$ cat src/rtl/cs_y_serializer.sv
// cs_y_serializer
//   Takes the CS window-filter result stream (one 10-bit word per clk),
//   skips the words produced while the filter window is still filling,
//   keeps one of every DECIM remaining words, buffers them in a small FIFO
//   and sends each one as a 2-byte packet on a valid/ready byte interface.
//
//   Packet: byte 0 = {3'b101, seq[2:0], Y[9:8]}, byte 1 = Y[7:0].
//   seq advances on every capture attempt, including dropped ones, so the
//   receiver can spot gaps.
//
// Ports
//   clk         system clock, all logic on posedge
//   reset       asynchronous active-high reset
//   Y[9:0]      CS result word, sampled every posedge
//   en          capture enable
//   out_data    byte to sink (registered)
//   out_valid   out_data is valid (registered)
//   out_ready   sink accepts the byte this cycle
//   ovf         sticky: at least one word was dropped on a full FIFO
//   drop_cnt    saturating count of dropped words
//   fifo_level  occupied FIFO entries (includes the word being sent)
//
// DEPTH must be a power of two >= 2 and <= 8 (fifo_level is 4 bits wide);
// DECIM must be >= 1.

module cs_y_serializer #(
    parameter int WARMUP = 9,
    parameter int DECIM  = 2,
    parameter int DEPTH  = 8
) (
    input  logic       clk,
    input  logic       reset,
    input  logic [9:0] Y,
    input  logic       en,
    output logic [7:0] out_data,
    output logic       out_valid,
    input  logic       out_ready,
    output logic       ovf,
    output logic [7:0] drop_cnt,
    output logic [3:0] fifo_level
);

    localparam int AW = $clog2(DEPTH);
    localparam int WW = (WARMUP > 0) ? $clog2(WARMUP + 1) : 1;
    localparam int PW = (DECIM > 1) ? $clog2(DECIM) : 1;

    typedef enum logic [1:0] {
        S_IDLE,
        S_HI,
        S_LO
    } state_t;

    state_t          state;
    logic [WW-1:0]   warm_cnt;
    logic [PW-1:0]   phase;
    logic [2:0]      seq;
    logic [AW-1:0]   wr_ptr;
    logic [AW-1:0]   rd_ptr;
    logic [AW-1:0]   rd_next;
    logic [12:0]     mem [DEPTH];

    logic            eligible;
    logic            capture;
    logic            pop;
    logic            full;
    logic            wr_ok;
    logic            drop;
    logic [12:0]     head_word;
    logic [12:0]     next_word;

    function automatic logic [7:0] header_of(input logic [12:0] w);
        return {3'b101, w[12:10], w[9:8]};
    endfunction

    // Capture/pop decisions for this edge. A full FIFO still accepts a write
    // when the head is being popped in the same cycle, so the level stays put.
    always_comb begin
        eligible  = (warm_cnt == WW'(WARMUP));
        capture   = eligible && en && (phase == '0);
        pop       = (state == S_LO) && out_ready;
        full      = (fifo_level == 4'(DEPTH));
        wr_ok     = capture && (!full || pop);
        drop      = capture && full && !pop;
        rd_next   = rd_ptr + 1'b1;
        head_word = mem[rd_ptr];
        next_word = mem[rd_next];
    end

    // Warm-up counter saturates at WARMUP, which marks the stream eligible.
    // The decimation phase only moves on eligible edges with en high, so
    // pausing en resumes at the same phase.
    always_ff @(posedge clk or posedge reset) begin
        if (reset) begin
            warm_cnt <= '0;
            phase    <= '0;
            seq      <= '0;
        end else begin
            if (!eligible) begin
                warm_cnt <= warm_cnt + 1'b1;
            end
            if (eligible && en) begin
                phase <= (phase == PW'(DECIM - 1)) ? '0 : phase + 1'b1;
            end
            if (capture) begin
                seq <= seq + 1'b1;
            end
        end
    end

    // FIFO storage has no reset; only the pointers and level define content.
    always_ff @(posedge clk) begin
        if (wr_ok) begin
            mem[wr_ptr] <= {seq, Y};
        end
    end

    // FIFO pointers, level and the drop bookkeeping.
    always_ff @(posedge clk or posedge reset) begin
        if (reset) begin
            wr_ptr     <= '0;
            rd_ptr     <= '0;
            fifo_level <= '0;
            ovf        <= 1'b0;
            drop_cnt   <= '0;
        end else begin
            if (wr_ok) begin
                wr_ptr <= wr_ptr + 1'b1;
            end
            if (pop) begin
                rd_ptr <= rd_next;
            end
            case ({wr_ok, pop})
                2'b10:   fifo_level <= fifo_level + 1'b1;
                2'b01:   fifo_level <= fifo_level - 1'b1;
                default: fifo_level <= fifo_level;
            endcase
            if (drop) begin
                ovf <= 1'b1;
                if (drop_cnt != 8'hFF) begin
                    drop_cnt <= drop_cnt + 1'b1;
                end
            end
        end
    end

    // Output FSM with registered byte and valid. Leaving S_LO, the next
    // header comes straight from the entry behind the head when one is
    // already stored, giving back-to-back bytes; a word arriving in that
    // same cycle is picked up through S_IDLE instead.
    always_ff @(posedge clk or posedge reset) begin
        if (reset) begin
            state     <= S_IDLE;
            out_valid <= 1'b0;
            out_data  <= '0;
        end else begin
            case (state)
                S_IDLE: begin
                    if (fifo_level != 4'd0) begin
                        out_data  <= header_of(head_word);
                        out_valid <= 1'b1;
                        state     <= S_HI;
                    end
                end
                S_HI: begin
                    if (out_ready) begin
                        out_data <= head_word[7:0];
                        state    <= S_LO;
                    end
                end
                S_LO: begin
                    if (out_ready) begin
                        if (fifo_level > 4'd1) begin
                            out_data <= header_of(next_word);
                            state    <= S_HI;
                        end else begin
                            out_valid <= 1'b0;
                            state     <= S_IDLE;
                        end
                    end
                end
                default: begin
                    out_valid <= 1'b0;
                    state     <= S_IDLE;
                end
            endcase
        end
    end

endmodule

$ cat config.mk
export PLATFORM = sky130hd
export DESIGN_NAME = cs_y_serializer
export DESIGN_NICKNAME = d
export VERILOG_FILES = /design/src/rtl/cs_y_serializer.sv
export SDC_FILE = /design/constraint.sdc
export NUM_CORES = 1
export LEC_CHECK = 0
export CAP_MARGIN = 20
export CORE_ASPECT_RATIO = 1.2
export CORE_MARGIN = 10
export CORE_UTILIZATION = 35
export DETAILED_ROUTE_END_ITERATION = 8
export PLACE_DENSITY = 0.61
export REMOVE_ABC_BUFFERS = 1
export SETUP_SLACK_MARGIN = 0.05
export SYNTH_ARGS = -nofsm -noshare
export SYNTH_HDL_FRONTEND = slang
export SYNTH_SLANG_ARGS = --single-unit
$ cat constraint.sdc
create_clock -name clk -period 5.4 [get_ports clk]
set_input_delay 1.08 -clock clk [delete_from_list [all_inputs] [get_ports clk]]
set_output_delay 1.08 -clock clk [all_outputs]
set_load 0.005 [all_outputs]
After elaboration in Yosys (flattened, before gate mapping) --
Memories as Yosys holds them, arrays and structs flattened. Index checks and enable logic that the tools add are counted.
Operators by class: equality and inequality tests 12, bitwise operators 2, add/sub/neg operators 8, $lt $le $gt $ge 1, multiplexer cells 18, reduce and logical (&&, ||, !) cells 17
Operator list (count):
- 8-bit 2-to-1 mux | 4
- 8-bit case mux with 3 select lines | 1
- 3-bit by 1-bit adder with 3-bit output (second input constant) | 3
- 4-bit by 1-bit adder with 4-bit output (second input constant) | 2
- 8-bit by 1-bit adder with 8-bit output (second input constant) | 1
- 4-bit == test (second input constant) | 2
- 2-bit inequality test (second input constant) | 4
- 8-bit inequality test (second input constant) | 1
- 4-bit case mux with 2 select lines | 1
- 1-bit 2-to-1 mux | 7
- 1-bit logical AND | 6
- 2-bit 2-to-1 mux | 3
- 2-bit case mux with 3 select lines | 1
- 5-bit AND reduction | 1
- 2-bit by 1-bit == test with 1-bit output (second input constant) | 2
- 2-bit == test (second input constant) | 2
- 4-bit by 1-bit greater-than comparator with 1-bit output (second input constant) | 1
- 4-bit AND reduction | 1
- 4-bit nonzero test | 1
- 4-bit by 1-bit subtractor with 4-bit output (second input constant) | 1
- 1-bit case mux with 3 select lines | 1
- 3-bit AND reduction | 1
- 3-bit nonzero test | 1
- 1-bit logical NOT | 2
- other kinds (7) | 8
Word-level totals: output and inout port bits 22, word-level logic and storage cells 70, memories 1, memory bits (writable) 104, bits in registers 38
Memory list:
- mem | depth 8, width 13, read ports 2, clocked after memory_dff 0, write ports 1, RTL line 60 | logic [12:0] mem [DEPTH];

Longest topological paths before layout --
Gate-level depths: netlist (run 1).
word-level depth 6, depth in mapped cells 9, depth with buffers taken out 7

Least setup slack after synthesis (run 1) --
Ideal clock, no wire load.
path type input port to flip-flop, start in en, end mem mem[4][0], enable pin, path slack 1.992 ns, stages on the path 6, arrival 3.006 ns, path through nand4b_4 > nor2_1 > and2_1 > buf_2 > nand2b_1 > nor3b_1
Between the ends: cells in the longest elaborated chain, start to end 5
RTL lines:
- from (decl) | RTL line 34 | input logic en,
- 1-bit logical AND (2 in a row) | RTL line 79 | capture = eligible && en && (phase == '0);
- 1-bit logical AND | RTL line 82 | wr_ok = capture && (!full || pop);
- 1-bit 2-to-1 mux | RTL line 112 | if (wr_ok) begin
- 1-bit 2-to-1 mux (implied by the code) | RTL line 113 | mem[wr_ptr] <= {seq, Y};
- to (decl) | RTL line 60
No other way between the ends.

Worst setup path after layout (run 1) --
start in out_ready, end mem mem[2][12], enable pin
Between the ends: cells in the longest elaborated chain, start to end 5
RTL lines:
- from (decl) | RTL line 37 | input logic out_ready,
- 1-bit logical AND | RTL line 80 | pop = (state == S_LO) && out_ready;
- 1-bit logical OR | RTL line 82
- 1-bit logical AND | RTL line 82
- 1-bit 2-to-1 mux | RTL line 112
- 1-bit 2-to-1 mux (implied by the code) | RTL line 113
No other way between the ends.

==> run_results.csv, run 1 <==
group,metric,value,unit
power_and_ir_drop,switching_share,33.9,%
placement,dpl.hpwl,8750,um
power_and_ir_drop,p_clk_share,27.1,%
yosys,ys_ff_latch,142,
sta,finalHoldViolCount,0,
critical_path,cp.arrival,3550,ps
grt,gr-max-usage-layer,"met2",
finish,stdcell_area,7480,um2
clock_tree,post_cts_buffers,0,
grt,grt_pass1_vias,3744,
clock_tree,root_buffer,"clkbuf_16",
die,initial_core_util,35.6,%
placement,io_buffers,35,
placement,placedCellCount,648,
grt,gr-usage-all-layers,11.2,%
grt,use_met2,19.4,%
flow_run,cap_violations,0,
drt,drc,0,
drt,first_pass_iters,6,
power_and_ir_drop,p_per_area,545,nW/um2
die,die_h,166,um
critical_path,end_kind,"flop",
critical_path,startpoint_type,"input port",
die,fp-row-count,53,
drt,via_per_inst,5.20,
critical_path,rrSetupSlack,2230,ps
drt,drt_iter0_markers,232,
placement,routabilityCongestion,0.762,
critical_path,r2r_start,"state[0]",
grt,grt_pass1_wl,20700,um
drt,ant_nets,0,
critical_path,r2r-end,"mem[2][12]",
sta,relSlewSlack,29.4,%
critical_path,cpPeakStageDelay,640,ps
finish,layout.cells.non_filler,683,
critical_path,crit_start,"out_ready",
power_and_ir_drop,p_seq_share,38.2,%
power_and_ir_drop,power_frac_comb,34.7,%
sta,max_freq,0.292,GHz
power_and_ir_drop,p_switching,1380,uW
critical_path,critPathRequiredTime,5520,ps
placement,pre_cts_slack,1240,ps
sta,setup_tns,0,ps
clock_tree,cts_made_buffers,17,
die,fp.dieW,142,um
power_and_ir_drop,p_total,4080,uW
power_and_ir_drop,ir_drop,0.245,mV
yosys,ys.flop_type,"edfxtp_1",
critical_path,setup.worst_path.end,"mem[2][12]",
clock_tree,ctsResizeCount,0,
drt,routed-via-count,3553,
yosys,synth_cell_type_count,43,
yosys,ys_seq_area_share,65.1,%
yosys,syn_inst,404,
sta,skew,10.9,ps
finish,fin_nets,479,
finish,layout-drive-gt1-share,18.6,%
clock_tree,postCtsHoldBufs,0,
yosys,synth_edf_count,104,
grt,grt_max_degree,48,
sta,rsz0062_at_grt,"no",
clock_tree,clock-sinks,142,
run_status,status,"finished, final reports clean",
yosys,ys_async_sr_fraction,26.8,%
die,ios,36,
yosys,syn-cell-area,6250,um2
finish,nFillCells,1504,
clock_tree,path_clk_slew,60,ps
critical_path,crit_type,"input port to flop",
grt,overflow,0,
power_and_ir_drop,leakagePower,0.00262,uW
power_and_ir_drop,p_int,2690,uW
grt,antenna_found_initial,0,
drt,wl_per_cell,19.0,um
sta,tightest_slew,1060,ps
finish,antenna_cells,0,
worst_hold_path,hold_path_class,"flop to flop",
clock_tree,ctsHtreeMaxLevel,4,
die,core,17600,um2
sta,fin_crit_sh,63.4,%
critical_path,crit_path_max_fanout,11,
finish,syn_to_final_growth,19.6,%
critical_path,crit_path_cell_trace,"clkdlybuf4s50_1, nand2_1, nand3_1, and2_1, nand2b_1, nor3b_2, buf_6",
die,dieArea,23600,um2
grt,use_met3,2.82,%
critical_path,r2r_cells,8,
clock_tree,cts_tree,"yes",
sta,finalCriticalPeriod,3420,ps
sta,final-setup-viol-count,0,
yosys,ys.warnings.count,0,
placement,placed_area,6880,um2
clock_tree,clock_latency,420,ps
drt,routed_wl,13000,um
clock_tree,clockBufferDepth,2,
sta,maxSlewViolCount,0,
sta,setup_slack,1980,ps
critical_path,cp_slowest_cell,"clkdlybuf4s50_1",
grt,met1_usage,12.8,%
yosys,syn_area_per_cell,15.5,um2
==> cell usage after synthesis, types with 4 or more instances <==
master	number	area share [%]
xor2_1	7	0.98
buf_2	10	0.80
o22ai_1	7	0.70
inv_1	14	0.84
nor3b_1	5	0.60
clkbuf_1	8	0.48
a21oi_1	13	1.0
nor2b_1	12	1.2
nand3_1	7	0.56
a22oi_1	5	0.60
mux2i_1	11	1.8
mux2_2	7	1.3
nor3_1	5	0.40
xnor2_1	12	1.7
o31ai_1	6	0.72
edfxtp_1	104	50
a31oi_1	17	1.7
ha_1	15	3.0
dfrtp_1	38	15
nand2_1	27	1.6
mux4_2	26	9.4
o21ai_0	4	0.32
a2111oi_0	10	1.4
nor2_1	12	0.72
==> metal layers <==
metal | share of wire [%] | up-vias
li1 | - | 1662
met5 | 0 | -
met1 | 41 | 1824
met4 | 1.3 | 0
met2 | 54 | 54
met3 | 3.5 | 13
==> critical path: cells and delay by family <==
family / cells / cell delay, ps
buf+inv: 2 / 870
simple gates: 5 / 1580
==> logic make-up (layout without fill, tap and decap cells) <==
group,Yosys count,after routing,synth area share (%)
flops,142,142,65.1
xor+xnor,19,19,2.66
buf+inv,34,93,2.36
fa+ha+maj,15,15,3.00
mux,44,44,12.4
compound gates,69,69,7.46
simple gates,81,81,7.00
==> placed cells by master (no fill, tap or decap), types with 2 or more instances in the layout <==
master           instances
buf_4                   10
o31ai_1                  6
a2111oi_0               10
mux2_2                   7
xnor2_1                 12
nand3_1                  7
xor2_1                   7
nor3b_2                  4
mux2i_1                 11
clkinvlp_4               2
ha_1                    15
clkinv_4                 2
edfxtp_1               104
o22ai_1                  7
clkbuf_16               17
clkdlybuf4s50_1         35
buf_6                    2
nor2_1                  12
nor3_2                   3
and2_1                   2
nor3_1                   3
or2_2                    2
o21ai_0                  3
dfrtp_1                 37
a21oi_1                 13
nor2b_1                 12
inv_1                   14
mux4_2                  26
nand2_1                 27
clkbuf_1                 2
inv_6                    3
a22oi_1                  5
inv_8                    3
a31oi_1                 17
nand2b_1                 2
==> area by class of cell <==
cell class	instances	area, um2	area share, %
tap	220	275	3.68
clock inverter	13	131	1.76
sequential	142	4080	54.5
clock buffer	19	433	5.79
timing repair buffer	47	448	5.99
inverter	14	52.6	0.703
multi-input combinational	228	2060	27.6
==> worst min path at each step <==
| stage | startpoint | slack, ps | endpoint | cells past startpoint |
|---|---|---|---|---|
| detailed placement | out_data[4] | 480 | out_data[4] | 2 |
| finish | out_data[0] | 490 | out_data[0] | 2 |
| CTS | out_data[4] | 500 | out_data[4] | 2 |
| floorplan | phase | 460 | phase | 2 |
| global placement | phase | 480 | phase | 2 |
| global route | out_data[0] | 530 | out_data[0] | 2 |
==> registers in the layout, summed over array words and instances (netlist names) <==
name / cells
wr_ptr: 3
warm_cnt: 4
mem: 104
seq: 3
out_data: 8
rd_ptr: 3
ovf: 1
state: 2
out_valid: 1
fifo_level: 4
drop_cnt: 8
phase: 1
==> through the flow <==
step	hold WS, ps	utilization [%]
after detailed placement	484	39.2
after CTS	498	42.4
after floorplan	460	-
after global routing	529	42.6
final	494	42.6
after global placement	477	39.2
==> power groups by stage <==
stage / clock network, uW / registers [uW] / logic (uW)
final: 1100 / 1560 / 1420
after global routing: 1180 / 1590 / 1560
after CTS: 1130 / 1560 / 1420
after detailed placement: 0 / 1580 / 1410
after global placement: 0 / 1570 / 1380
after floorplan: 0 / 1610 / 895
(Power assumes the default switching activity.)
==> inputs of run 2 (changes only) <==
PLACE_DENSITY = 0.62   (was 0.61)
clock period = 3 ns   (was 5.4 ns; I/O delays follow)
==> run 2 against run 1 <==
Against the previous run: final cell count is 2.6% higher; clock skew is 1.7 ps higher; worst setup slack worse by 1300 ps; global-route usage hardly changed; core utilization is 1.0 points higher; count of clock-buffer cells in the layout stayed put; clock power is 98% higher; cell area is 2.4% higher; first-iteration DRC count is 9.1% lower; die area stayed put; register-to-register slack worse by 1600 ps.
==> run_results.csv, run 2 (synthesis results as in run 1) <==
group,metric,value,unit
finish,antenna_cells,0,
finish,layout_common_cells,"104 x edfxtp_1, 37 x dfrtp_1, 35 x clkdlybuf4s50_1",
drt,routed-via-count,3591,
clock_tree,cts_made_buffers,17,
die,dieArea,23600,um2
die,die_h,166,um
critical_path,critPathRequiredTime,3110,ps
grt,gr-usage-all-layers,11.2,%
finish,layout-drive-gt1-share,21.6,%
clock_tree,clockBufferDepth,2,
power_and_ir_drop,p_per_area,989,nW/um2
die,fp-row-count,53,
drt,drc,0,
finish,stdcell_area,7660,um2
drt,routed_wl,12700,um
sta,whs,477,ps
power_and_ir_drop,ir_drop,0.415,mV
clock_tree,clock_latency,410,ps
sta,max_freq,0.428,GHz
sta,final-setup-viol-count,0,
power_and_ir_drop,p_total,7580,uW
sta,maxSlewViolCount,0,
clock_tree,ctsHtreeMaxLevel,4,
critical_path,crit_type,"flop to flop",
finish,layout_commonest_cell,"edfxtp_1",
sta,finalHoldViolCount,0,
grt,grt_pass1_vias,3780,
clock_tree,path_clk_slew,60,ps
finish,syn_to_final_growth,22.5,%
clock_tree,root_buffer,"clkbuf_16",
finish,nFillCells,1513,
flow_run,cap_violations,0,
placement,routabilityCongestion,0.789,
sta,tightest_slew,665,ps
worst_hold_path,hold_path_depth,2,
finish,top_register,"mem",
critical_path,r2r_cells,9,
drt,ant_nets,0,
die,ios,36,
critical_path,r2r-end,"mem[2][12]",
sta,rsz0062_at_grt,"no",
sta,skew,12.7,ps
drt,wl_per_cell,18.1,um
finish,top_regs,"mem x104, drop_cnt x8, out_data x8",
critical_path,r2r_start,"state[0]",
die,fp.dieW,142,um
worst_hold_path,hold_path_class,"flop to flop",
grt,grt_pass1_wl,20800,um
worst_hold_path,min_from,"out_data[3]",
sta,finalCriticalPeriod,2340,ps
critical_path,crit_path_max_fanout,12,
power_and_ir_drop,leakagePower,0.00274,uW
grt,overflow,0,
finish,fin_nets,497,
run_status,status,"finished, final reports clean",
clock_tree,cts_tree,"yes",
sta,relSlewSlack,55.6,%
clock_tree,ctsResizeCount,0,
sta,fin_crit_sh,78.0,%
clock_tree,clock-sinks,142,
placement,io_buffers,35,
finish,largest_reg_flops,104,
critical_path,cp.arrival,2450,ps
placement,dpl.hpwl,9460,um
drt,first_pass_iters,5,
critical_path,end_kind,"flop",
worst_hold_path,holdPathEnd,"out_data[3]",
critical_path,startpoint_type,"flop",
grt,grt_max_degree,32,
critical_path,rrSetupSlack,660,ps
grt,antenna_found_initial,0,
die,core,17600,um2
drt,drt_iter0_markers,211,
placement,placed_area,7040,um2
clock_tree,post_cts_buffers,0,
drt,via_per_inst,5.12,
clock_tree,postCtsHoldBufs,0,
die,initial_core_util,35.6,%
-- run 2: critical path: stages (launching register included) --
cell      delay [ps]
dfrtp_1          440
inv_1            120
ha_1             150
buf_4            190
nand2_1          100
nand3_1          190
and2_1           230
nand2b_1         170
nor3b_2          250
buf_4            220
-- run 2: cell type report --
class / instances / area [um2] / area share (%)
Multi-Input combinational cell: 228 / 2060 / 26.9
Timing Repair Buffer: 65 / 576 / 7.51
Sequential cell: 142 / 4080 / 53.2
Tap cell: 220 / 275 / 3.59
Clock inverter: 13 / 185 / 2.42
Inverter: 14 / 52.6 / 0.686
Clock buffer: 19 / 433 / 5.65
-- run 2: metrics by stage --
stage / setup slack, ps / cells / utilization [%] / TNS, ps
6_report: 661 / 701 / 43.6 / 0
3_5_place_dp: 435 / 669 / 40.1 / 0
4_1_cts: 634 / 701 / 43.6 / 0
5_1_grt: 423 / 701 / 43.6 / 0
3_3_place_gp: 467 / 669 / 40.1 / 0
2_1_floorplan: -319 / 384 / - / -7550
-- run 2: report_power, final --
group          internal (uW)  total [uW]  switching, uW
logic                   1260        2540           1270
registers               2490        2860            371
clock network           1400        2180            779
total                   5150        7580           2420
-- run 2: per-layer routing --
| layer | vias up | track usage, % | part of all wire [%] |
|---|---|---|---|
| li1 | 1702 | - | - |
| met1 | 1834 | 13.2 | 43 |
| met2 | 49 | 19.0 | 54 |
| met3 | 6 | 2.84 | 2.3 |
| met4 | 0 | 4.32 | 0.97 |
| met5 | - | 0 | 0 |
-- run 2: how the worst max path moves through the flow --
stage               startpoint          end  slack (ps)
floorplan            rd_ptr[0]  out_data[1]        -320
global placement     out_ready    mem[5][9]         470
detailed placement   out_ready    mem[2][4]         440
CTS                   state[0]   mem[2][12]         630
global route          state[0]   mem[5][12]         420
finish                state[0]   mem[2][12]         660
